[src/rtl/pipe_pkg.sv]
// Shared types and defaults for the IF-stage program-counter logic.
// Latency: n/a (types and helpers only).
// Backpressure: n/a.
package pipe_pkg;

    localparam int          PC_W_DEF      = 8;
    localparam int unsigned RESET_VEC_DEF = 32'h0000_0000;
    localparam int unsigned TRAP_VEC_DEF  = 32'h0000_00F0;

    typedef logic [PC_W_DEF-1:0] pc_t;

    // Which source feeds the PC register at the next edge.
    typedef enum logic [2:0] {
        SEL_TRAP,
        SEL_REDIR,
        SEL_HOLD,
        SEL_REPL,
        SEL_CALL,
        SEL_RET,
        SEL_SEQ
    } pc_sel_e;

    // Fixed priority: trap > redirect > stall > call+ret > call > ret > sequential.
    function automatic pc_sel_e pick_sel(input logic trap, input logic redirect,
                                         input logic stall, input logic call,
                                         input logic ret);
        pc_sel_e sel;
        if (trap)             sel = SEL_TRAP;
        else if (redirect)    sel = SEL_REDIR;
        else if (stall)       sel = SEL_HOLD;
        else if (call && ret) sel = SEL_REPL;
        else if (call)        sel = SEL_CALL;
        else if (ret)         sel = SEL_RET;
        else                  sel = SEL_SEQ;
        return sel;
    endfunction

endpackage

[src/rtl/ras_stack.sv]
// Circular return-address stack: push / pop / replace-top, oldest entry overwritten when full.
// Latency: updates visible one cycle after the request; top/empty/full derive from registered state.
// Backpressure: none; push on full overwrites, pop on empty raises a one-cycle underflow pulse.
module ras_stack
    import pipe_pkg::*;
#(
    parameter int DEPTH = 4,
    parameter int W     = PC_W_DEF
) (
    input  logic         clk,
    input  logic         rst,
    input  logic         push,
    input  logic         pop,
    input  logic         replace,
    input  logic [W-1:0] push_dat,
    output logic [W-1:0] top,
    output logic         empty,
    output logic         full,
    output logic         underflow
);

    localparam int PTR_W = $clog2(DEPTH);
    localparam int CNT_W = PTR_W + 1;

    logic [W-1:0]     mem [DEPTH];
    logic [PTR_W-1:0] ptr;
    logic [PTR_W-1:0] ptr_inc;
    logic [CNT_W-1:0] cnt;
    logic             do_push;
    logic             do_repl;
    logic             do_pop;

    // Replace on an empty stack degenerates into a plain push.
    always_comb begin
        ptr_inc = ptr + PTR_W'(1);
        do_repl = replace & ~empty;
        do_push = push | (replace & empty);
        do_pop  = pop & ~empty & ~replace & ~push;
        top     = mem[ptr];
        empty   = (cnt == '0);
        full    = (cnt == CNT_W'(DEPTH));
    end

    // Pointer, occupancy, entries and the underflow pulse.
    always_ff @(posedge clk or negedge rst) begin
        if (!rst) begin
            ptr       <= '0;
            cnt       <= '0;
            underflow <= 1'b0;
            for (int i = 0; i < DEPTH; i++) begin
                mem[i] <= '0;
            end
        end else begin
            underflow <= pop & empty & ~replace & ~push;
            if (do_repl) begin
                mem[ptr] <= push_dat;
            end else if (do_push) begin
                mem[ptr_inc] <= push_dat;
                ptr          <= ptr_inc;
                if (!full) begin
                    cnt <= cnt + CNT_W'(1);
                end
            end else if (do_pop) begin
                ptr <= ptr - PTR_W'(1);
                cnt <= cnt - CNT_W'(1);
            end
        end
    end

endmodule

[src/rtl/pc_gen.sv]
// IF-stage fetch address generator with stall, redirect, trap and RAS call/return prediction.
// Latency: pc updates one cycle after the inputs; pc_next shows that value combinationally.
// Backpressure: stall holds pc and suppresses call/ret; trap and redirect override stall.
module pc_gen
    import pipe_pkg::*;
#(
    parameter int          PC_W      = PC_W_DEF,
    parameter int unsigned INC       = 1,
    parameter int unsigned RESET_VEC = RESET_VEC_DEF,
    parameter int unsigned TRAP_VEC  = TRAP_VEC_DEF,
    parameter int          RAS_DEPTH = 4
) (
    input  logic            clk,
    input  logic            rst,
    input  logic            stall,
    input  logic            redirect,
    input  logic [PC_W-1:0] redirect_target,
    input  logic            call,
    input  logic [PC_W-1:0] call_target,
    input  logic            ret,
    input  logic            trap,
    output logic [PC_W-1:0] pc,
    output logic [PC_W-1:0] pc_next,
    output logic            ras_empty,
    output logic            ras_full,
    output logic            ras_underflow
);

    localparam logic [PC_W-1:0] RST_PC  = PC_W'(RESET_VEC);
    localparam logic [PC_W-1:0] TRAP_PC = PC_W'(TRAP_VEC);
    localparam logic [PC_W-1:0] STEP    = PC_W'(INC);

    pc_sel_e         sel;
    logic [PC_W-1:0] pc_seq;
    logic [PC_W-1:0] ras_top;
    logic            ras_push;
    logic            ras_pop;
    logic            ras_repl;

    // Priority decode and next-PC mux; a ret on an empty stack falls through to sequential.
    always_comb begin
        sel      = pick_sel(trap, redirect, stall, call, ret);
        pc_seq   = pc + STEP;
        ras_push = (sel == SEL_CALL);
        ras_pop  = (sel == SEL_RET);
        ras_repl = (sel == SEL_REPL);
        pc_next  = pc_seq;
        case (sel)
            SEL_TRAP:  pc_next = TRAP_PC;
            SEL_REDIR: pc_next = redirect_target;
            SEL_HOLD:  pc_next = pc;
            SEL_REPL:  pc_next = call_target;
            SEL_CALL:  pc_next = call_target;
            SEL_RET:   pc_next = ras_empty ? pc_seq : ras_top;
            default:   pc_next = pc_seq;
        endcase
    end

    // PC register.
    always_ff @(posedge clk or negedge rst) begin
        if (!rst) begin
            pc <= RST_PC;
        end else begin
            pc <= pc_next;
        end
    end

    ras_stack #(
        .DEPTH (RAS_DEPTH),
        .W     (PC_W)
    ) u_ras (
        .clk       (clk),
        .rst       (rst),
        .push      (ras_push),
        .pop       (ras_pop),
        .replace   (ras_repl),
        .push_dat  (pc_seq),
        .top       (ras_top),
        .empty     (ras_empty),
        .full      (ras_full),
        .underflow (ras_underflow)
    );

endmodule

[config.mk]
export PLATFORM = sky130hd
export DESIGN_NAME = pc_gen
export DESIGN_NICKNAME = d
export VERILOG_FILES = /design/src/rtl/pipe_pkg.sv /design/src/rtl/ras_stack.sv /design/src/rtl/pc_gen.sv
export SDC_FILE = /design/constraint.sdc
export NUM_CORES = 1
export LEC_CHECK = 0
export CAP_MARGIN = 10
export CORE_MARGIN = 4
export CORE_UTILIZATION = 38
export CTS_CLUSTER_DIAMETER = 50
export DETAILED_ROUTE_END_ITERATION = 10
export PLACE_DENSITY = 0.66
export SYNTH_ARGS = -nofsm -noshare
export SYNTH_HDL_FRONTEND = slang
export SYNTH_SLANG_ARGS = --single-unit
[constraint.sdc]
create_clock -name clk -period 4.9 [get_ports clk]
set_clock_uncertainty 0.2 [all_clocks]
set_input_delay 1.47 -clock clk [delete_from_list [all_inputs] [get_ports clk]]
set_output_delay 1.47 -clock clk [all_outputs]
set_load 0.005 [all_outputs]
==> results.cfg, run 1 <==
[logic_synthesis]
ys_seq_elements = 46
yosys.area.top_type_share = 0.4083
synth.distinct_cells = 54
synthTopCellsByArea = dfrtp_1 41%, mux4_2 6.4%, a21oi_1 4.6%
syn-num-nets = 294
syn_area_per_cell_um2 = 10.72
ys_warn_count = 0
syn_inst = 263
ys_seq_area_frac = 0.4083
syn-cell-area_um2 = 2819
yosys.area.top_type = dfrtp_1
synthArstFlopShare = 1.000
synth_edf_count = 0
synth-main-ff-cell = dfrtp_1

[setup_path]
startpoint = ret
r2r_slack_ps = 2230
worstPathArrival_ps = 3130
critPathTopFamily = compound AO/OA/AOI/OAI gates
required_ps = 3230
regToRegStartpoint = u_ras.cnt[2]
crit_chain = buf_2 > ha_4 > or3b_4 > a21oi_4 > buf_4 > a22oi_1 > a32oi_1 > buf_2
r2r_cells = 10
end_kind = output port
reg2reg_to = u_ras.cnt[2]
path_max_fanout = 5
path_common_cell = buf_2
cp.depth = 8
critPathKind = in -> out
cp_num_buf_inv = 3
cp_slowest_cell = or3b_4
startpoint_type = input pin
crit_end = pc_next[2]
slowest_delay_ps = 400

[finish]
area_delta_synth_final_pct = 28.32
antenna_cells = 0
drive_above_1_share = 0.2805
n_fill_cell = 659
nets = 358
layout_common_cells = 46 x dfrtp_1, 28 x buf_4, 27 x nor2_1, 27 x clkdlybuf4s50_1, 25 x a21oi_1
final_area_um2 = 3617
final_common_cell = dfrtp_1

[drt]
drt_wl_total_um = 7156
viasPerCell = 5.255
drtAntennaViolNets = 0
routedWlPerCell_um = 16.76
dr_total_vias = 2244
remaining_drc_errors = 0
drtIter0Drc = 194
firstDrtPassIters = 4

[sta]
period_share = 0.9799
fmaxAchievable_ghz = 0.2083
layout_setup_ws_ps = 98.46
final_max_slew_viol_count = 0
period_minus_slack_ps = 4802
timing.slew.headroom = 0.2831
holdWs_ps = 317.4
rsz0062_at_grt = false
tightest_slew_ps = 1075
hold_viol = 0
setup_viol = 0

[placement]
dp_slack_ps = -714.1
hpwl_um = 5065
gp_congestion = 0.8558
placed_area_um2 = 3425
io_buffers = 41

[die]
initial_utilization = 0.3907
die_width_um = 94.13
rows = 31
chipHeight_um = 94.13
core_area_um2 = 7214
io_pins = 42
die-area_um2 = 8860

[global_route]
antenna_found_initial = 0
grt_pass1_vias = 2253
grt_start_max_net_pins = 47
use_met2 = 0.2750
grt_use_met1 = 0.2317
grt_pass1_wl_um = 11610
grtUsageMet3 = 0.01522
top_usage_layer = met2
grt_usage = 0.1664
grt_overflow = 0

[pwr]
combPwrFrac = 0.386
switching_share = 0.3540
ir_worst_vdd_uv = 139.1
power_mw = 1.509
sequentialPowerShare = 0.425
clkPwrFrac = 0.189
intPower_mw = 0.9748
powerDensity_nw_per_um2 = 417.2
leakagePower_nw = 1.514
p_sw_mw = 0.5343

[clock_tree]
ctsHoldBuffers = 0
clockRootBuffer = clkbuf_8
path_clk_slew_ps = 90
cts_buffers = 5
htree_levels = 2
clock_sinks = 46
cts_tree = done
clockBufferDepth = 2
clk_latency_ps = 300

[run_status]
status = finished, final reports clean

[hold_path]
hold_path_class = reg -> reg

[run]
drv_cap = 0
==> worst reg2reg max path, cell delays in order, from the launching register on <==
cell and delay [ps]:
dfrtp_1 430, or3_1 720, clkinv_8 220, nand3_1 110
nand2_1 140, xnor2_1 80, ha_1 210, nor2_1 120
mux2i_1 80, o21ai_0 160, o31ai_1 90
==> synth_stat cells, types with 2 or more instances <==
cell type,count
nor3_2,2
or3_1,2
mux2i_1,6
mux2_4,4
o21ai_0,8
o21a_1,2
o211ai_1,3
dfrtp_1,46
a32oi_1,2
clkbuf_1,3
and3b_1,2
nand2_1,18
a21oi_1,26
and3_1,4
xor2_1,4
inv_1,9
nor3b_1,3
a221oi_1,2
nor2_2,4
mux4_2,8
nand3_1,6
xnor2_1,5
nor2_1,27
a21oi_4,5
o31ai_4,4
o21ai_1,4
a21o_1,2
a21oi_2,2
a22oi_1,7
nand4_1,4
buf_6,6
buf_2,4
ha_1,8
==> final cells by class <==
cell class | instances | area (µm²) | share of cell area
well taps | 99 | 123.9 | 0.03424
inverters | 10 | 50.05 | 0.01384
clock inverters | 2 | 37.54 | 0.01038
clock buffers | 6 | 72.57 | 0.02006
flip-flops and latches | 46 | 1151 | 0.3182
multi-input cells | 192 | 1563 | 0.4320
repair buffers | 72 | 619.3 | 0.1712
==> worst min path at each step <==
stage,startpoint,to,slack [ps],cells past startpoint
final,u_ras.mem[1],u_ras.mem[1],320,1
after global routing,u_ras.mem[9],u_ras.mem[9],340,1
after CTS,u_ras.mem[1],u_ras.mem[1],320,1
after detailed placement,u_ras.mem[1],u_ras.mem[1],290,1
after global placement,u_ras.mem[9],u_ras.mem[9],290,1
after floorplan,u_ras.mem[9],u_ras.mem[9],280,1
==> state kept, by name, summed over array words and instances, names as in the netlist <==
signal and cells:
u_ras.cnt 3, pc 8, u_ras.ptr 2, u_ras.underflow 1
u_ras.mem 32
==> metrics by stage <==
stage | instances | TNS (ps) | utilization
after floorplan | 263 | 0 | -
after global placement | 413 | -4676 | 0.4747
after detailed placement | 413 | -5129 | 0.4747
after CTS | 426 | 0 | 0.4967
after global routing | 427 | 0 | 0.5014
final | 427 | 0 | 0.5014
==> power by group through the flow <==
stage,registers [mW],logic [mW],clock network (mW)
floorplan,0.587,0.468,0
global placement,0.644,0.562,0
detailed placement,0.651,0.577,0
CTS,0.643,0.581,0.296
global route,0.664,0.646,0.308
finish,0.642,0.582,0.285
==> timing repair <==
item,4_1_cts,5_1_grt
setup buffers,5,1
pin swaps,9,6
setup endpoints to repair,8,8
gates resized for setup,45,10
==> routing by layer <==
layer  vias up  wire length [µm]
met1      1104              3273
met2        45              3512
met5         -                 0
li1       1088                 -
met4         0               100
met3         7               270
==> cell families (layout without fill, tap and decap cells) <==
family,count (synthesis),count (layout),synth area share
XOR/XNOR,9,9,0.02796
adder cells (fa/ha/maj),8,8,0.03551
flip-flops,46,46,0.4083
AO/OA/AOI/OAI,77,77,0.2148
buffers and inverters,25,90,0.05726
multiplexers,19,19,0.1105
AND/OR/NAND/NOR,79,79,0.1456
(Power assumes the default switching activity.)
==> inputs of run 2 (changes only) <==
--- a/config.mk
+++ b/config.mk
@@ -6,11 +6,13 @@
 export NUM_CORES = 1
 export LEC_CHECK = 0
 export CAP_MARGIN = 10
+export CORE_ASPECT_RATIO = 1.2
 export CORE_MARGIN = 4
 export CORE_UTILIZATION = 38
 export CTS_CLUSTER_DIAMETER = 50
 export DETAILED_ROUTE_END_ITERATION = 10
-export PLACE_DENSITY = 0.66
+export PLACE_DENSITY_LB_ADDON = 0.3
 export SYNTH_ARGS = -nofsm -noshare
 export SYNTH_HDL_FRONTEND = slang
 export SYNTH_SLANG_ARGS = --single-unit
+export TNS_END_PERCENT = 5
==> results.cfg, run 2 (same netlist as run 1, synthesis figures left out) <==
[global_route]
grt_pass1_wl_um = 12070
grt_start_max_net_pins = 47
grt_overflow = 0
grt_pass1_vias = 2428
antenna_found_initial = 0
grt_usage = 0.1726

[setup_path]
required_ps = 3230
path_max_fanout = 4
critPathKind = in -> out
end_kind = output port
regToRegStartpoint = u_ras.cnt[2]
startpoint_type = input pin
r2r_slack_ps = 730
worstPathArrival_ps = 3160
r2r_cells = 22
reg2reg_to = pc[0]
crit_chain = buf_4 > ha_4 > or3b_4 > a21oi_4 > buf_6 > a22oi_2 > a32oi_1 > a21o_1 > buf_2
cp_slowest_cell = or3b_4
slowest_delay_ps = 400
critPathTopFamily = compound AO/OA/AOI/OAI gates
cp_num_buf_inv = 3

[finish]
finalNonFillerCells = 444
regArea_um2 = 1151
largest_reg_flops = 32
final_common_cell = buf_4
n_fill_cell = 635
drive_above_1_share = 0.3333
layout_common_cells = 55 x buf_4, 46 x dfrtp_1, 27 x nor2_1, 27 x clkdlybuf4s50_1, 26 x a21oi_1
area_delta_synth_final_pct = 34.53
reg.largest.list = u_ras.mem: 32 flops, pc: 8 flops, u_ras.cnt: 3 flops
antenna_cells = 0
regMostFlops = u_ras.mem
multi_input_area_um2 = 1563
final_area_um2 = 3792
nets = 384

[run_status]
status = finished, final reports clean

[sta]
fmaxAchievable_ghz = 0.2072
holdWs_ps = 313.8
final_max_slew_viol_count = 0
hold_viol = 0
tightest_slew_ps = 1078
period_minus_slack_ps = 4827
setup_viol = 0
period_share = 0.9851
timing.slew.headroom = 0.2815
layout_setup_ws_ps = 72.78

[drt]
remaining_drc_errors = 0
drtIter0Drc = 81
viasPerCell = 5.286
routedWlPerCell_um = 16.50
dr_total_vias = 2347
drtAntennaViolNets = 0
drt_wl_total_um = 7326
firstDrtPassIters = 5

[hold_path]
hold_path_class = reg -> reg
hold_depth = 1
min-delay-start = u_ras.mem[9]
whs_endpoint = u_ras.mem[9]

[die]
io_pins = 42
rows = 34
die_width_um = 86.63
die-area_um2 = 8866
chipHeight_um = 102.4
core_area_um2 = 7232
initial_utilization = 0.3898

[placement]
dp.cells = 406
hpwl_um = 5089
gp_congestion = 0.8316
io_buffers = 41
placed_area_um2 = 3428
dp_slack_ps = -661.2

[clock_tree]
cts_buffers = 5
path_clk_slew_ps = 90
ctsHoldBuffers = 0
clk_latency_ps = 320
clockBufferDepth = 2
htree_levels = 2
cts_tree = done
clockRootBuffer = clkbuf_8
clock_sinks = 46

[pwr]
ir_worst_vdd_uv = 166.4
leakagePower_nw = 1.657
powerDensity_nw_per_um2 = 400.0
power_mw = 1.517

[run]
drv_cap = 0
run 2: changes by cell type in the layout (fill, tap and decap cells not counted), sizes merged:
cell	before	now
buf	40	66
bufinv	1	0
clkbuf	6	5
clkdlybuf4s15	2	0
clkinvlp	1	0
dlygate4sd2	0	2
inv	9	12
run 2: worst max path at each step:
stage	startpoint	end	slack (ps)	cells past startpoint
final	ret	pc_next[5]	70	9
after global routing	ret	pc[0]	-40	25
after CTS	stall	pc_next[7]	-30	9
after detailed placement	ret	pc_next[4]	-660	8
after global placement	ret	pc_next[5]	-610	8
after floorplan	call	pc_next[5]	220	7
run 2: what timing repair did:
action	in CTS	in global routing
setup endpoints to repair	8	9
buffers inserted	26	4
cloned	0	0
pin swaps	7	6
hold endpoints to repair	0	0
gates resized for setup	39	12
run 2: through the flow:
stage          TNS [ps]  utilization
6_report              0       0.5244
5_1_grt          -53.38       0.5244
4_1_cts          -34.52       0.5133
3_5_place_dp      -4932       0.4740
3_3_place_gp      -4508       0.4740
2_1_floorplan         0            -
run 2: worst reg2reg max path, stage by stage, from the launching register on:
cell,delay (ps)
dfrtp_1,450
or3_1,710
clkinv_8,220
nor3_4,70
a22o_1,190
a221oi_2,190
o21ai_2,110
buf_4,150
buf_4,120
buf_4,120
buf_4,120
buf_4,120
buf_4,120
buf_4,120
buf_4,120
buf_4,120
buf_4,120
buf_4,120
buf_4,120
buf_4,120
buf_4,120
buf_4,120
buf_4,120
run 2: where the power goes:
part           switching (mW)  internal, mW
logic                   0.279         0.337
registers               0.129         0.512
clock network           0.153         0.106
total                   0.561         0.956
run 2: final cells by class:
class	instances	area share
inverters	10	0.01320
repair buffers	98	0.2164
clock buffers	5	0.01815
multi-input cells	192	0.4121
flip-flops and latches	46	0.3035
clock inverters	3	0.006928
well taps	90	0.02969
run 2: per-layer routing:
| metal | global-route usage | vias up | share of wire |
|---|---|---|---|
| li1 | - | 1142 | - |
| met1 | 0.2186 | 1133 | 0.43 |
| met2 | 0.3068 | 61 | 0.50 |
| met3 | 0.01935 | 11 | 0.043 |
| met4 | 0.05516 | 0 | 0.020 |
| met5 | 0 | - | 0 |
